## src/rtl/cla_seq_adder32_pkg.sv

```systemverilog
// Shared ALU definitions for the MIPS_Archi datapath.
//   WIDTH / SLICE : operand width and width of the shared carry-lookahead slice
//   state_t       : sequencer state encoding
//   ADD / SUB     : ALU op bit (0 = A+B, 1 = A-B)
package cla_seq_adder32_pkg;

  localparam int WIDTH = 32;
  localparam int SLICE = 8;

  typedef enum logic [1:0] {
    IDLE = 2'd0,
    RUN  = 2'd1,
    DONE = 2'd2
  } state_t;

  localparam logic ADD = 1'b0;
  localparam logic SUB = 1'b1;

endpackage

```

## src/rtl/cla_seq_adder32_cla8.sv

```systemverilog
// CLA_8bit: 8-bit carry-lookahead adder slice.
//   A, B : 8-bit operands
//   Cin  : carry in
//   S    : 8-bit sum
//   Cout : carry out of bit 7
// Each carry is built from the flattened generate/propagate products rather
// than rippling, so every carry is a two-level function of g, p and Cin.
module CLA_8bit (
  output logic [7:0] S,
  output logic       Cout,
  input  logic [7:0] A,
  input  logic [7:0] B,
  input  logic       Cin
);

  logic [7:0] g;
  logic [7:0] p;
  logic [8:0] c;

  assign g = A & B;
  assign p = A ^ B;

  always_comb begin
    logic acc;
    logic prop;
    c    = '0;
    c[0] = Cin;
    for (int i = 0; i < 8; i++) begin
      acc  = g[i];
      prop = p[i];
      for (int j = i - 1; j >= 0; j--) begin
        acc  = acc | (prop & g[j]);
        prop = prop & p[j];
      end
      c[i+1] = acc | (prop & Cin);
    end
  end

  assign S    = p ^ c[7:0];
  assign Cout = c[8];

endmodule

```

## src/rtl/cla_seq_adder32.sv

```systemverilog
// Multi-cycle add/subtract sequencer. One shared 8-bit CLA slice is stepped
// across the operand bytes, least-significant first, with the inter-slice
// carry held in a register between steps.
//   clk, rst        : clock (rising edge), async active-high reset
//   start, sub, a, b: request and operands, sampled when busy=0
//   busy            : slices being computed
//   done            : one-cycle pulse, result valid
//   sum, cout       : result and carry out of the MSB (sub: 1 = no borrow)
//   overflow, zero  : signed overflow, sum == 0
//
// state | meaning
// IDLE  | waiting for start, last result held
// RUN   | one slice per cycle, idx selects the byte
// DONE  | result valid for one cycle; start here is accepted back-to-back
module cla_seq_adder32
  import cla_seq_adder32_pkg::*;
#(
  parameter int WIDTH = cla_seq_adder32_pkg::WIDTH,
  parameter int SLICE = cla_seq_adder32_pkg::SLICE
) (
  input  logic             clk,
  input  logic             rst,
  input  logic             start,
  input  logic             sub,
  input  logic [WIDTH-1:0] a,
  input  logic [WIDTH-1:0] b,
  output logic             busy,
  output logic             done,
  output logic [WIDTH-1:0] sum,
  output logic             cout,
  output logic             overflow,
  output logic             zero
);

  // WIDTH must be a multiple of SLICE, and SLICE must stay 8 to match CLA_8bit.
  localparam int NSLICE = WIDTH / SLICE;
  localparam int IDXW   = (NSLICE > 1) ? $clog2(NSLICE) : 1;

  state_t             state;
  state_t             state_nxt;
  logic [IDXW-1:0]    idx;
  logic               carry_q;
  logic [WIDTH-1:0]   op_a;
  logic [WIDTH-1:0]   op_b;

  logic [SLICE-1:0]   slice_a;
  logic [SLICE-1:0]   slice_b;
  logic [SLICE-1:0]   slice_s;
  logic               slice_c;
  logic [WIDTH-1:0]   sum_merged;
  logic               last;
  logic               accept;

  assign last   = (idx == IDXW'(NSLICE - 1));
  assign accept = start && (state != RUN);

  assign slice_a = op_a[int'(idx)*SLICE +: SLICE];
  assign slice_b = op_b[int'(idx)*SLICE +: SLICE];

  CLA_8bit u_cla (
    .S    (slice_s),
    .Cout (slice_c),
    .A    (slice_a),
    .B    (slice_b),
    .Cin  (carry_q)
  );

  // Completed result as it will look after the final slice is written,
  // so zero is valid in the same edge as the last byte.
  always_comb begin
    sum_merged                    = sum;
    sum_merged[WIDTH-1 -: SLICE]  = slice_s;
  end

  always_comb begin
    state_nxt = state;
    case (state)
      IDLE:    if (start) state_nxt = RUN;
      RUN:     if (last)  state_nxt = DONE;
      DONE:    state_nxt = start ? RUN : IDLE;
      default: state_nxt = IDLE;
    endcase
  end

  always_ff @(posedge clk or posedge rst) begin
    if (rst) begin
      state <= IDLE;
      busy  <= 1'b0;
      done  <= 1'b0;
    end else begin
      state <= state_nxt;
      busy  <= (state_nxt == RUN);
      done  <= (state_nxt == DONE);
    end
  end

  always_ff @(posedge clk or posedge rst) begin
    if (rst) begin
      idx      <= '0;
      carry_q  <= 1'b0;
      op_a     <= '0;
      op_b     <= '0;
      sum      <= '0;
      cout     <= 1'b0;
      overflow <= 1'b0;
      zero     <= 1'b0;
    end else if (accept) begin
      // Subtraction is A + ~B + 1: invert B here and seed the carry with sub.
      op_a     <= a;
      op_b     <= (sub == SUB) ? ~b : b;
      carry_q  <= sub;
      idx      <= '0;
      sum      <= '0;
      cout     <= 1'b0;
      overflow <= 1'b0;
      zero     <= 1'b0;
    end else if (state == RUN) begin
      sum[int'(idx)*SLICE +: SLICE] <= slice_s;
      carry_q                       <= slice_c;
      idx                           <= idx + 1'b1;
      if (last) begin
        cout     <= slice_c;
        overflow <= (op_a[WIDTH-1] == op_b[WIDTH-1]) &&
                    (slice_s[SLICE-1] != op_a[WIDTH-1]);
        zero     <= (sum_merged == '0);
      end
    end
  end

endmodule

```

## config.mk

```make
export PLATFORM = sky130hd
export DESIGN_NAME = cla_seq_adder32
export DESIGN_NICKNAME = d
export VERILOG_FILES = /design/src/rtl/cla_seq_adder32_pkg.sv /design/src/rtl/cla_seq_adder32_cla8.sv /design/src/rtl/cla_seq_adder32.sv
export SDC_FILE = /design/constraint.sdc
export NUM_CORES = 1
export LEC_CHECK = 0
export CAP_MARGIN = 10
export CELL_PAD_IN_SITES_DETAIL_PLACEMENT = 1
export CELL_PAD_IN_SITES_GLOBAL_PLACEMENT = 2
export CORE_ASPECT_RATIO = 0.6
export CORE_MARGIN = 3
export CORE_UTILIZATION = 33
export CTS_CLUSTER_SIZE = 12
export DETAILED_ROUTE_END_ITERATION = 7
export PLACE_DENSITY_LB_ADDON = 0.1
export SLEW_MARGIN = 20
export SYNTH_ARGS = -nofsm -noshare
export SYNTH_HDL_FRONTEND = slang
export SYNTH_SLANG_ARGS = --single-unit
```

## constraint.sdc

```tcl
create_clock -name clk -period 4.4 [get_ports clk]
set_input_delay 0.66 -clock clk [delete_from_list [all_inputs] [get_ports clk]]
set_output_delay 0.66 -clock clk [all_outputs]
set_load 0.1 [all_outputs]
```

==> metrics.md, run 1 <==
| Metric | Value |
|---|---|
| Post-synth top area share | `0.5077` |
| FMAX | `290.1 MHz` |
| Worst-case clock buffer depth | `2` |
| Nets | `655` |
| Worst setup EP type | `flip-flop` |
| Fin crit period | `3448 ps` |
| Worst EP required | `4650 ps` |
| Drt first pass iters | `4` |
| Slowest CP cell | `dfrtp_1` |
| Crit start category | `flip-flop` |
| Cell depth of the worst setup path | `7` |
| WL/cell | `18.77 um` |
| Cts hold-fix bufs | `0` |
| Critical path's largest stage delay | `990 ps` |
| Final slew viol count | `0` |
| Crit path cell chain | `mux4_2 -> fa_1 -> nor4_1 -> nand4_1 -> a2111oi_2 -> o2111ai_1 -> o31ai_2` |
| Register Area | `2653 sq um` |
| Skew final | `11.14 ps` |
| Path depth of the worst reg2reg path | `7` |
| First DRT Iteration DRCs | `239` |
| Post-synth EDFFs | `0` |
| Min-delay worst type | `reg2reg` |
| Clk Tree Root Cell | `clkbuf_16` |
| DP Wirelength | `11.12 mm` |
| TritonCTS Buffers | `9` |
| Vias | `3881` |
| Family with the most delay on the worst path | `flip-flops` |
| TritonCTS clock tree | `yes` |
| Most common cell after layout, fill and taps aside | `nand2_1` |
| Syn. warnings | `0` |
| Critical path buffer and inverter count | `0` |
| # fillers | `1632` |
| Crit Path Max Fanout | `15` |
| Post-Syn Area | `5225 sq um` |
| Core ar. | `14970 sq um` |
| Setup TNS | `0 ps` |
| Finish-stage setup viols | `0` |
| Post-synth ARST share | `1.000` |
| Critical Path AT | `3700 ps` |
| Clock Sinks | `106` |
| GRT overflow | `0` |
| Share of cells above drive strength 1 | `0.1159` |
| Primary FF master, synth | `dfrtp_1` |
| Starting Density | `0.3489` |
| FF+latch count, synth | `106` |
| Area occupied by multi-input gates | `2405 sq um` |
| Commonest non-fill, non-tap cells in the layout | `nand2_1 (138), dfrtp_1 (106), clkdlybuf4s50_1 (103)` |
| Hold Fails Final Rpt | `0` |
| Ant diodes | `0` |
| Total I/O pin count | `105` |
| RePlAce Congestion | `0.7953` |
| Critical path launch point | `idx[0]$_DFFE_PP0P_` |
| Post-route cell area | `6699 sq um` |
| Unrepaired setup endpoints after global routing | `no` |
| P&R area growth vs syn | `28.21%` |
| Syn_area_per_cell | `10.95 sq um` |
| Sequential fraction of the synthesis area | `0.5077` |
| Die X | `168.4 um` |
| Latest clock arrival within the worst-skew pair | `340 ps` |
| Drt drc | `0` |
| Post-CTS Resized | `0` |
| Site Rows | `34` |
| CP Class | `reg2reg` |
| Synth top area cells | `dfrtp_1 (51%), nand2_1 (10%), mux4_2 (6.9%), xnor2_1 (5.7%), a22o_1 (5.4%)` |
| Tightest Pin Transition | `1028 ps` |
| First-pass GRT wire length | `23.58 mm` |
| Status | `finished, final reports clean` |
| H-tree lvl count | `3` |
| Largest net degree at the start of global routing | `54` |
| Placed Instance Area | `6422 sq um` |
| Die area | `17430 sq um` |
| Clock slew at the register clock pins of the worst setup and hold paths | `80 ps` |
| Hold-critical path depth | `2` |
| Number of global-route vias before repair | `4190` |
| HP Start | `op_a[30]$_DFFE_PP0P_` |
| Post-Synthesis Cells | `477` |
| WL final | `14.57 mm` |
| Final period utilization | `0.7835` |
| All-layer global routing usage | `0.1747` |
| Max_cap viols | `0` |
| Synth unique cells | `53` |
| Die height | `103.5 um` |
| Vias per cell | `5.001` |
| Initial antenna violation count | `0` |
| Syn nets | `559` |
| Slew margin rel. | `0.3090` |
| IO buf count | `104` |
| Post-synth top area cell | `dfrtp_1` |
| Post-route ant nets | `0` |
| Reg-to-reg critical path startpoint | `idx[0]$_DFFE_PP0P_` |
| Post-CTS setup buffers | `0` |
## metal layers
metal	wire, um	GRT usage
met1	7780	0.2695
met2	6010	0.2495
met3	644	0.04140
met4	131	0.03708
met5	0	0
## final timing paths
path,to,slack [ps]
max in group asynchronous,op_a[30]$_DFFE_PP0P_,2740
min,op_a[30]$_DFFE_PP0P_,480
max,zero$_DFFE_PP0P_,950
max reg2reg,zero$_DFFE_PP0P_,950
min reg2reg,op_a[30]$_DFFE_PP0P_,480
min in group asynchronous,sum[10]$_DFFE_PP0P_,770
## cell type report
class / count / area share
Clock inverter: 6 / 0.007098
Clock buffer: 10 / 0.03418
Multi-Input combinational cell: 338 / 0.3590
Tap cell: 198 / 0.03698
Inverter: 7 / 0.004296
Sequential cell: 106 / 0.3960
Timing Repair Buffer: 111 / 0.1625
## tightest hold or removal path, cell delays in order, from the launching register on
cell and delay, ps:
dfrtp_1 340, nand2_1 60, nand2_1 60
## flip-flops by register name (all words and copies together) (netlist names)
register / count
overflow: 1
zero: 1
busy: 1
op_b: 32
idx: 2
carry_q: 1
state: 2
cout: 1
sum: 32
op_a: 32
done: 1
## per-stage QoR
step	instances	util	hold slack (ps)	setup slack [ps]
finish	776	0.4474	482.1	952.4
global route	776	0.4474	505.1	617.7
CTS	776	0.4474	485.8	848.7
detailed placement	760	0.4289	465.8	881.9
global placement	760	0.4289	454.3	963.9
floorplan	477	-	440.3	951.1
## synthesized netlist by cell type, types with 2 or more instances
cell         n
nor3_1       2
clkbuf_1    15
dfrtp_1    106
a21oi_4      2
nand3b_2     2
inv_1        7
or3_1        4
a21oi_1      3
a21oi_2      2
xor2_1       2
o2111ai_1    2
ha_1        13
nor2_1       7
a21o_1       2
mux4_2      16
nor2b_1      2
buf_6        5
a211oi_2     2
nor4_1       5
xnor2_1     34
nor4_2       3
a22o_1      32
mux2_2       2
o21ai_0     34
nand2_1    139
buf_2        4
and2_1       2
a211oi_1     2
o211ai_1     2
## kinds of logic after synthesis
group,count (synthesis),synth area share
simple gates,175,0.1506
buf+inv,33,0.03257
xor+xnor,37,0.06346
compound gates,94,0.1374
mux,18,0.07328
fa+ha+maj,14,0.03496
flops,106,0.5077
Power of run 1 is left out: the tool's default activity adds up to more than one toggle a clock period on the data nets, which glitch-free logic cannot reach.
==> run 2: changes to the inputs <==
--- a/config.mk
+++ b/config.mk
@@ -10,7 +10,7 @@
 export CELL_PAD_IN_SITES_GLOBAL_PLACEMENT = 2
 export CORE_ASPECT_RATIO = 0.6
 export CORE_MARGIN = 3
-export CORE_UTILIZATION = 33
+export CORE_UTILIZATION = 30
 export CTS_CLUSTER_SIZE = 12
 export DETAILED_ROUTE_END_ITERATION = 7
 export PLACE_DENSITY_LB_ADDON = 0.1
==> constraint.sdc (replaced) <==
create_clock -name clk -period 2.9 [get_ports clk]
set_input_delay 0.435 -clock clk [delete_from_list [all_inputs] [get_ports clk]]
set_output_delay 0.435 -clock clk [all_outputs]
set_load 0.1 [all_outputs]
==> run 2 against run 1 <==
  * Sequential share of layout area shrank 1.2 points
  * Fmax up 24%
  * Sequential cell count stayed put
  * Core utilization shrank 3.2 points
  * Critical path type unchanged
  * Critical endpoint unchanged
  * Largest cell class unchanged
==> metrics.md, run 2 (synthesized netlist as in run 1, its figures left out) <==
| Metric | Value |
|---|---|
| Post-place setup slack | `25.53 ps` |
| Slew margin rel. | `0.3826` |
| Total I/O pin count | `105` |
| Vias | `3968` |
| Vias per cell | `4.816` |
| Clock Sinks | `106` |
| Final slew viol count | `0` |
| Fin crit period | `2774 ps` |
| Initial antenna violation count | `0` |
| Site Rows | `36` |
| Clk Tree Root Cell | `clkbuf_16` |
| CP Class | `reg2reg` |
| Die area | `19090 sq um` |
| Drt drc | `0` |
| # fillers | `1829` |
| Core ar. | `16620 sq um` |
| FMAX | `360.5 MHz` |
| Commonest non-fill, non-tap cells in the layout | `nand2_1 (138), dfrtp_1 (106), clkdlybuf4s50_1 (66)` |
| First DRT Iteration DRCs | `229` |
| Final period utilization | `0.9565` |
| Most common cell after layout, fill and taps aside | `nand2_1` |
| First-pass GRT wire length | `24.08 mm` |
| Drt first pass iters | `4` |
| GRT overflow | `0` |
| Die height | `108.2 um` |
| Crit Path Max Fanout | `5` |
| Hold Fails Final Rpt | `0` |
| Number of global-route vias before repair | `4142` |
| Tightest Pin Transition | `926.0 ps` |
| H-tree lvl count | `3` |
| Share of cells above drive strength 1 | `0.2181` |
| Nets | `673` |
| Finish-stage setup viols | `0` |
| Die X | `176.4 um` |
| All-layer global routing usage | `0.1626` |
| WL final | `14.85 mm` |
| Final WS setup | `126.0 ps` |
| Skew final | `8.273 ps` |
| RePlAce Congestion | `0.9174` |
| Starting Density | `0.3144` |
| Regs by FF count | `op_a: 32 flops, op_b: 32 flops, sum: 32 flops` |
| DP Wirelength | `11.23 mm` |
| TritonCTS Buffers | `9` |
| Status | `finished, final reports clean` |
| Worst-case clock buffer depth | `2` |
| Crit start category | `flip-flop` |
| Largest net degree at the start of global routing | `107` |
| Min-delay worst type | `reg2reg` |
| P&R area growth vs syn | `32.26%` |
| WL/cell | `18.03 um` |
| Ant diodes | `0` |
| TritonCTS clock tree | `yes` |
| IO buf count | `104` |
| Post-route ant nets | `0` |
| Max_cap viols | `0` |
| Clock slew at the register clock pins of the worst setup and hold paths | `70 ps` |
| Critical Path AT | `3030 ps` |
| Cts hold-fix bufs | `0` |
| Worst EP required | `3150 ps` |
| Worst setup EP type | `flip-flop` |
| Latest clock arrival within the worst-skew pair | `340 ps` |
-- run 2: final cells by class --
class / count / area, sq um / share of cell area
Clock inverter: 6 / 47.55 / 0.006880
Sequential cell: 106 / 2653 / 0.3838
Tap cell: 228 / 285.3 / 0.04128
Multi-Input combinational cell: 338 / 2501 / 0.3619
Inverter: 7 / 30.03 / 0.004345
Timing Repair Buffer: 129 / 1155 / 0.1671
Clock buffer: 10 / 239.0 / 0.03458
-- run 2: final timing paths --
check | end | depth (start not counted) | start | slack [ps]
setup reg to reg | zero$_DFFE_PP0P_ | 8 | idx[0]$_DFFE_PP0P_ | 130
max in group asynchronous | op_a[11]$_DFFE_PP0P_ | 3 | rst | 1830
setup / recovery | zero$_DFFE_PP0P_ | 8 | idx[0]$_DFFE_PP0P_ | 130
hold / removal | op_a[21]$_DFFE_PP0P_ | 2 | op_a[21]$_DFFE_PP0P_ | 480
min in group asynchronous | op_a[21]$_DFFE_PP0P_ | 3 | rst | 610
hold reg to reg | op_a[21]$_DFFE_PP0P_ | 2 | op_a[21]$_DFFE_PP0P_ | 480
-- run 2: repair_timing --
action,in CTS,in global routing
endpoints found under the hold margin,0,0
resized for setup,0,14
setup endpoints to repair,0,11
setup buffers,0,1
-- run 2: metal layers --
layer / routed length [um] / share of wire / track usage / vias up
li1: - / - / - / 1893
met1: 8137 / 0.55 / 0.2633 / 1973
met2: 5855 / 0.39 / 0.2212 / 94
met3: 779 / 0.052 / 0.03649 / 8
met4: 82 / 0.0055 / 0.02521 / 0
met5: 0 / 0 / 0 / -
-- run 2: worst max-delay path: stages, from the launching register on --
cell and delay, ps:
dfrtp_1 400, buf_6 160, mux4_2 570, fa_1 410, xor2_1 180, or3_1 370, a2111oi_2 220, o2111ai_1 180
o31ai_2 190
-- run 2: metrics by stage --
step / util / cell area [sq um] / hold WS [ps] / instances / TNS, ps
2_1_floorplan: - / 5233 / 440.3 / 477 / 0
3_3_place_gp: 0.3916 / 6509 / 454.5 / 807 / 0
3_5_place_dp: 0.3916 / 6509 / 461.7 / 807 / 0
4_1_cts: 0.4088 / 6795 / 479.9 / 823 / 0
5_1_grt: 0.4158 / 6910 / 508.6 / 824 / -22.65
6_report: 0.4158 / 6910 / 475.6 / 824 / 0
Power of run 2 is left out for the same reason.
==> run 3: changes to the inputs <==
--- a/config.mk
+++ b/config.mk
@@ -14,7 +14,6 @@
 export CTS_CLUSTER_SIZE = 12
 export DETAILED_ROUTE_END_ITERATION = 7
 export PLACE_DENSITY_LB_ADDON = 0.1
-export SLEW_MARGIN = 20
 export SYNTH_ARGS = -nofsm -noshare
 export SYNTH_HDL_FRONTEND = slang
 export SYNTH_SLANG_ARGS = --single-unit
==> results of run 3 <==
Final layout, timing and power as in run 2 (identical DEF).
Power of run 3 is left out for the same reason.
